[config.mk]
export PLATFORM = sky130hd
export DESIGN_NAME = moore_v1
export DESIGN_NICKNAME = d
export VERILOG_FILES = /design/src/rtl/moore_pkg.sv /design/src/rtl/moore_variants.sv /design/src/rtl/moore_fsm.sv
export SDC_FILE = /design/constraint.sdc
export NUM_CORES = 1
export LEC_CHECK = 0
export CELL_PAD_IN_SITES_DETAIL_PLACEMENT = 1
export CELL_PAD_IN_SITES_GLOBAL_PLACEMENT = 1
export CORE_AREA = 4 4 41 43
export CTS_BUF_LIST = sky130_fd_sc_hd__clkbuf_2
export DETAILED_ROUTE_END_ITERATION = 8
export DIE_AREA = 0 0 45 47
export GPL_TIMING_DRIVEN = 0
export PLACE_DENSITY_LB_ADDON = 0.1
export SLEW_MARGIN = 20
export SYNTH_ARGS = -nofsm -noshare
export SYNTH_HDL_FRONTEND = slang
export SYNTH_HIERARCHICAL = 1
export SYNTH_SLANG_ARGS = --single-unit
export TNS_END_PERCENT = 5
[constraint.sdc]
create_clock -name clk -period 1.1 [get_ports clk]
set_input_delay 0.33 -clock clk [delete_from_list [all_inputs] [get_ports clk]]
set_output_delay 0.33 -clock clk [all_outputs]
set_load 0.05 [all_outputs]
[src/rtl/moore_pkg.sv]
// Shared state encoding and transition/output functions for the two-phase Moore FSM.
// The same functions drive the RTL and the reference model in the bench.
package moore_pkg;

    typedef enum logic [2:0] {
        S0 = 3'd0,
        S1 = 3'd1,
        S2 = 3'd2,
        S3 = 3'd3,
        S4 = 3'd4,
        S5 = 3'd5
    } state_t;

    // With minimise set, S4 is folded into S3 and its encoding becomes unused.
    function automatic state_t next_state(state_t s, logic x, bit minimise);
        state_t n;
        n = S0;
        case (s)
            S0: n = x ? S2 : S1;
            S1: n = x ? S3 : S1;
            S2: n = x ? (minimise ? S3 : S4) : S2;
            S3: n = x ? S0 : S5;
            S4: n = (x || minimise) ? S0 : S5;
            S5: n = S0;
            default: n = S0;
        endcase
        return n;
    endfunction

    function automatic logic out_of(state_t s);
        logic o;
        o = 1'b0;
        case (s)
            S1, S2, S5: o = 1'b1;
            default: o = 1'b0;
        endcase
        return o;
    endfunction

endpackage

[src/rtl/moore_variants.sv]
// Positional-order wrappers (y, x, clk, n_reset) for the full and minimised machines.
module moore_v1 (
    output logic y,
    input  logic x,
    input  logic clk,
    input  logic n_reset
);
    moore_fsm #(.MINIMISE(1'b0)) u_fsm (
        .clk     (clk),
        .n_reset (n_reset),
        .x       (x),
        .y       (y)
    );
endmodule


[src/rtl/moore_fsm.sv]
// Six-state Moore FSM that advances once per two clocks: a sample edge loads ns,
// the following commit edge moves ns into state. y decodes state only.
module moore_fsm
    import moore_pkg::*;
#(
    parameter bit MINIMISE = 1'b0
) (
    input  logic clk,
    input  logic n_reset,
    input  logic x,
    output logic y
);

    state_t state;
    state_t ns;
    logic   phase;

    always_ff @(posedge clk or negedge n_reset) begin
        if (!n_reset) begin
            state <= S0;
            ns    <= S0;
            phase <= 1'b0;
        end else if (!phase) begin
            ns    <= next_state(state, x, MINIMISE);
            phase <= 1'b1;
        end else begin
            state <= ns;
            phase <= 1'b0;
        end
    end

    // Decoded from the committed state alone, so x can never glitch y.
    assign y = out_of(state);

endmodule

== After elaboration in Yosys (flattened, before gate mapping) ==
Index checks and enable logic that the tools add are counted.
Word-level totals
  bits in registers: 7
  output and inout port bits: 1
Operators by class
  eq/ne operators: 5
  mux-type cells: 7
  reductions and logical operators: 3
Operators by type and width (number)
  3-bit one-hot mux with 4 select lines: 1
  3-bit by 2-bit equality test with 1-bit output, second input constant: 2
  3-bit equality test, second input constant: 2
  3-bit 2-to-1 mux: 2
  2-bit 2-to-1 mux: 2
  3-bit by 1-bit equality test with 1-bit output, second input constant: 1
  3-bit zero test: 1
  3-bit OR reduction: 1
  1-bit 2-to-1 mux: 2
  2-bit OR reduction: 1

== Logic depth before layout (Yosys ltp) ==
Gate-level depths: netlist (run 1).
  word-level depth: 3
  gate-level depth with buffers: 3

== Worst setup path after synthesis (run 1) ==
No wires, ideal clock.
  kind: register to output
  from: reg u_fsm.state[0]
  to: out y
  slack: -404 ps
  arrival time: 1174 ps
  stages on the path, launching flop included: 3
  buffers on the path: 0
  cells stage by stage: dfrtp_1 -> inv_1 -> o21ai_1
Between the ends
  cells in the longest elaborated chain, start to end: 3
Ends and longest elaborated chain
  start: declaration: line moore_fsm.sv:14  | state_t state;
  start signal: assignment: line moore_fsm.sv:27  | state <= ns;
  3-bit by 1-bit equality test with 1-bit output, or another cell as far along: line moore_pkg.sv:33  | case (s)
  3-bit OR reduction (*): line moore_pkg.sv:33
  1-bit 2-to-1 mux (*): line moore_pkg.sv:33
  end: declaration: line moore_variants.sv:3  | output logic y,
Every way passes the cells marked *; elsewhere a longest branch is shown, timed or not.

== Worst setup path after layout (run 1) ==
Ends and elaborated chain as after synthesis.

==> results of run 1 <==
==> layout make-up <==
class / count / share of cell area (%)
Clock buffer: 4 / 4.48
Multi-Input combinational cell: 19 / 30.5
Buffer: 1 / 1.12
Sequential cell: 7 / 39.5
Tap cell: 15 / 4.20
Inverter: 4 / 3.36
Timing Repair Buffer: 9 / 16.8
==> final timing paths <==
check	startpoint	to	slack, ns	cells past startpoint
setup / recovery	u_fsm/state[0]$_DFFE_PN0P_	y	-0.25	4
hold / removal	n_reset	u_fsm/state[1]$_DFFE_PN0P_	0.35	1
setup reg to reg	u_fsm/state[1]$_DFFE_PN0P_	u_fsm/ns[1]$_DFFE_PN0N_	0	4
hold reg to reg	u_fsm/ns[1]$_DFFE_PN0N_	u_fsm/ns[1]$_DFFE_PN0N_	0.49	2
max in group asynchronous	n_reset	u_fsm/state[1]$_DFFE_PN0P_	0.49	1
min in group clk	u_fsm/ns[1]$_DFFE_PN0N_	u_fsm/ns[1]$_DFFE_PN0N_	0.49	2
==> state kept, by name, indices dropped and copies added (netlist names) <==
| signal | cells |
|---|---|
| u_fsm/ns | 3 |
| u_fsm/state | 3 |
| u_fsm/phase | 1 |
==> power breakdown <==
group	internal, mW	switching (mW)	total, mW	leakage (nW)
sequential	0.358	0.0682	0.427	0.0836
combinational	0.319	0.376	0.695	0.110
clock	0.0965	0.0902	0.187	0.0166
total	0.774	0.534	1.31	0.210
==> stage by stage <==
stage / setup TNS (ns) / worst slack (ns) / utilization [%] / std cells / hold WS [ns]
floorplan: -0.0240 / -0.0240 / - / 31 / 0.0344
detailed placement: -1.78 / -0.767 / 28.0 / 49 / 0.480
global placement: -1.69 / -0.758 / 28.0 / 49 / 0.464
CTS: -0.295 / -0.268 / 33.8 / 58 / 0.350
global route: -0.393 / -0.326 / 34.3 / 59 / 0.364
finish: -0.252 / -0.251 / 34.3 / 59 / 0.355
==> worst max-delay path: stages (launching register included) <==
cell,delay (ns)
dfrtp_1,0.39
inv_2,0.10
nand3_2,0.09
o21ai_4,0.06
buf_6,0.17
==> kinds of logic (layout without fill, tap and decap cells) <==
logic type | after synthesis | in the layout | share of synthesized area, %
compound gates | 10 | 10 | 20.6
xor+xnor | 1 | 1 | 2.88
simple gates | 8 | 8 | 12.3
buf+inv | 5 | 18 | 6.58
flops | 7 | 7 | 57.6
==> per-layer routing <==
layer  GRT usage, %  vias up
li1               -      132
met1           8.82      137
met2           13.0        4
met3           5.75        0
met4           3.51        0
met5              0        -
==> cells in the final DEF (no fill, tap or decap), drive strengths merged <==
cell type / n
xor2: 1
a2bb2oi: 1
dfrtp: 7
inv: 4
clkdlybuf4s50: 1
a31oi: 1
nand2: 4
nor3b: 1
nand3: 2
a21oi: 2
o31ai: 1
nor3: 1
clkbuf: 4
buf: 8
o21ai: 5
dlygate4sd2: 1
==> what timing repair did <==
item | CTS | global route
setup endpoints to repair | 4 | 4
buffers inserted | 5 | 1
gates resized for setup | 13 | 0
pin swaps | 1 | 1
==> results.json, run 1 <==
{
  "drt-pass1-iter-count": 4,
  "ioPinCount": 4,
  "cts_tree": "yes",
  "wl_per_cell_um": 12.3,
  "synth_top_area_cell": "dfrtp_1",
  "layout-drive-gt1-share_pct": 43.2,
  "grt_usage_pct": 8.35,
  "gp_congestion": 0.717,
  "synthToLayoutAreaGrowth_pct": 46.9,
  "nFillCells": 159,
  "clkSinkCount": 7,
  "ys_ff_latch": 7,
  "async_reset_ff_share_pct": 100,
  "synth_common_cells": "7 x dfrtp_1, 4 x inv_1, 4 x nand2_1, 3 x o21ai_1",
  "grt_max_degree": 11,
  "synthFlopType": "dfrtp_1",
  "clkTransAtPathRegs_ns": 0.07,
  "cts_buffer_depth": 2,
  "cp-end-kind": "output pin",
  "drt-initial-drc-count": 6,
  "synth_nets": 34,
  "grt_pass1_wl_um": 1180,
  "port_buffers": 3,
  "n_antenna_cell": 0,
  "wl_met2_um": 362,
  "met3WireLength_um": 39,
  "cts-root-buf": "clkbuf_2",
  "fp.dieW_um": 45,
  "crit_fanout": 3,
  "rsz0062_at_grt": "true",
  "violations": "negative setup slack",
  "htreeDepth": 1,
  "ir_drop_mv": 0.966,
  "setup_viol": 2,
  "holdBufCountCts": 0,
  "synth_top_area_share_pct": 57.6,
  "ys_warn_count": 6,
  "finalClockSkew_ns": 0.00830,
  "seq_area_sq_um": 176,
  "initial_core_util_pct": 23.4,
  "powerDensity_nw_per_um2": 2930,
  "tightest_slew_ns": 0.325,
  "rows": 13,
  "netlist_top_cells_area": "dfrtp_1 58%, o21ai_1 4.9%, inv_1 4.9%",
  "slew-limit-headroom_pct": 78.3,
  "drcViolationCount": 0,
  "cp-start-kind": "flip-flop",
  "p_total_mw": 1.31,
  "via_per_inst": 4.63,
  "layout_min_cycle_time_ns": 1.35,
  "cts_buffers": 3,
  "setup_slack_ns": -0.251,
  "grt_overflow_total": 0,
  "synthCells": 31,
  "met1_length_um": 321,
  "routed_wl_um": 723,
  "grt_antenna_before_repair": 0,
  "synth_edf_count": 0,
  "grt_pass1_vias": 264,
  "required_ns": 0.77,
  "min_period_over_period_pct": 123,
  "cap_viol_max_count": 0,
  "die_area_sq_um": 2120,
  "routed.top_layer": "met3",
  "syn_area_sq_um": 304,
  "hold_viol_final": 0,
  "final_antenna_net_count": 0,
  "die_h_um": 47,
  "arrival_ns": 1.02,
  "place_area_sq_um": 364,
  "vias": 273,
  "synth_most_common_cell": "dfrtp_1",
  "seq_area_frac_synth_pct": 57.6,
  "fin_nets": 48,
  "hold_path.class": "primary input to async pin",
  "coreArea_sq_um": 1300,
  "max_freq_mhz": 740,
  "clock_latency_ns": 0.23,
  "status": "finished with violations",
  "avgSynthCellArea_sq_um": 9.81,
  "leakage_nw": 0.210,
  "fin_area_sq_um": 447,
  "netlist-cell-type-count": 14,
  "dp_hpwl_um": 473,
  "multi_input_area_sq_um": 136,
  "critical_path_class": "flip-flop to output pin",
  "finalMaxSlewViolations": 0
}
No activity file was read; power rests on OpenSTA's default activity.
==> run 2: changes to the inputs <==
- CAP_MARGIN: unset -> 25
- clock period: 1.1 -> 1.3 ns (I/O delays scaled with it)
==> results.json, run 2 (synthesis results as in run 1) <==
{
  "status": "finished with violations",
  "violations": "negative setup slack",
  "crit_buf_inv": 2,
  "whs_ns": 0.416,
  "wl_per_cell_um": 12.0,
  "synthToLayoutAreaGrowth_pct": 38.7,
  "crit_chain": "inv_2 > nand3_2 > o21ai_4 > buf_6",
  "seq_area_sq_um": 176,
  "rr_endpoint": "u_fsm/ns[2]$_DFFE_PN0N_",
  "fp.dieW_um": 45,
  "min_period_over_period_pct": 113,
  "via_per_inst": 4.58,
  "r2r_start": "u_fsm/state[0]$_DFFE_PN0P_",
  "layout_min_cycle_time_ns": 1.47,
  "finalClockSkew_ns": 0.00736,
  "gp_congestion": 0.755,
  "cp-end-kind": "output pin",
  "fin_nets": 46,
  "leakage_nw": 0.197,
  "crit_fanout": 3,
  "drt-pass1-iter-count": 4,
  "hold_viol_final": 0,
  "final_common_cell": "dfrtp_1",
  "path_delay_family": "flip-flops",
  "cap_viol_max_count": 0,
  "routed_wl_um": 683,
  "coreArea_sq_um": 1300,
  "cts_buffers": 3,
  "finalMaxSlewViolations": 0,
  "drcViolationCount": 0,
  "vias": 261,
  "n_antenna_cell": 0,
  "arrival_ns": 1.08,
  "dp_hpwl_um": 463,
  "port_buffers": 3,
  "grt_antenna_before_repair": 0,
  "place_area_sq_um": 364,
  "die_h_um": 47,
  "powerDensity_nw_per_um2": 2480,
  "grt_max_degree": 11,
  "cp-endpoint": "y",
  "grt_overflow_total": 0,
  "cts-root-buf": "clkbuf_2",
  "slowest_delay_ns": 0.41,
  "critical_path_class": "flip-flop to output pin",
  "grt_usage_pct": 8.03,
  "rows": 13,
  "setup_viol": 1,
  "startpoint": "u_fsm/state[0]$_DFFE_PN0P_",
  "slew-limit-headroom_pct": 77.6,
  "rsz0062_at_grt": "true",
  "final_antenna_net_count": 0,
  "worst_r2r_path_depth": 4,
  "required_ns": 0.91,
  "initial_core_util_pct": 23.4,
  "multi_input_area_sq_um": 125,
  "layout-drive-gt1-share_pct": 38.1,
  "crit_cells": 4,
  "tightest_slew_ns": 0.335,
  "setup_slack_ns": -0.167,
  "drt-initial-drc-count": 4,
  "clkSinkCount": 7,
  "hold_path.class": "primary input to async pin",
  "die_area_sq_um": 2120,
  "fin_area_sq_um": 422,
  "ioPinCount": 4,
  "nFillCells": 155,
  "grt_pass1_wl_um": 1160,
  "clkTransAtPathRegs_ns": 0.09,
  "ir_drop_mv": 1.02,
  "holdBufCountCts": 0,
  "max_freq_mhz": 682,
  "cts_tree": "yes",
  "crit_slowest_cell": "dfrtp_1",
  "r2r_setup_slack_ns": 0.19,
  "cp-start-kind": "flip-flop",
  "grt_pass1_vias": 266,
  "cts_buffer_depth": 2,
  "clock_latency_ns": 0.23,
  "htreeDepth": 1,
  "layout_common_cells": "6 x dfrtp_1, 4 x clkbuf_2, 4 x nand2_1, 4 x buf_4",
  "largest_registers": "u_fsm/ns (3), u_fsm/state (3), u_fsm/phase (1)"
}
-- run 2: changes by cell type in the layout (fill, tap and decap cells not counted), sizes merged --
cell	previous run	this run
buf	8	6
clkdlybuf4s50	1	2
dlygate4sd2	1	0
-- run 2: report_power, final --
part	internal [mW]	total (mW)	switching, mW
Clock	0.0819	0.167	0.0856
Combinational	0.229	0.505	0.276
Sequential	0.303	0.374	0.0708
Total	0.614	1.05	0.432
-- run 2: area by class of cell --
type / count / share of cell area (%)
inverters: 4 / 3.56
repair buffers: 7 / 14.5
clock buffers: 4 / 4.75
plain buffers: 1 / 1.19
flip-flops and latches: 7 / 41.8
well taps: 15 / 4.45
multi-input cells: 19 / 29.7
-- run 2: repair_timing --
| item | CTS | global route |
|---|---|---|
| setup buffers | 3 | 1 |
| pin swaps | 1 | 0 |
| resized for setup | 11 | 0 |
| endpoints found under the setup margin | 1 | 2 |
-- run 2: how the worst min path moves through the flow --
stage                       startpoint                          to  slack [ns]  cells after the start
2_1_floorplan                  n_reset     u_fsm/ns[0]$_DFFE_PN0N_        0.09                      0
3_3_place_gp   u_fsm/ns[0]$_DFFE_PN0N_  u_fsm/state[0]$_DFFE_PN0P_        0.46                      2
3_5_place_dp   u_fsm/ns[0]$_DFFE_PN0N_  u_fsm/state[0]$_DFFE_PN0P_        0.48                      2
4_1_cts                        n_reset  u_fsm/state[0]$_DFFE_PN0P_        0.43                      1
5_1_grt                        n_reset  u_fsm/state[0]$_DFFE_PN0P_        0.42                      1
6_report                       n_reset  u_fsm/state[1]$_DFFE_PN0P_        0.42                      1
-- run 2: through the flow --
step                      instances  setup slack (ns)  util, %  total power, mW  TNS, ns
after global placement           49            -0.663     28.0            0.750    -1.19
after CTS                        56            -0.157     31.8             1.03   -0.157
after global routing             57            -0.245     32.4             1.14   -0.268
after floorplan                  31            0.0797        -            0.649        0
after detailed placement         49            -0.681     28.0            0.755    -1.22
final                            57            -0.167     32.4             1.05   -0.167
-- run 2: layer usage --
metal,routed length [um],global-route usage (%)
met5,0,0
met4,0,1.75
met3,36,3.83
met2,322,12.7
met1,325,9.95
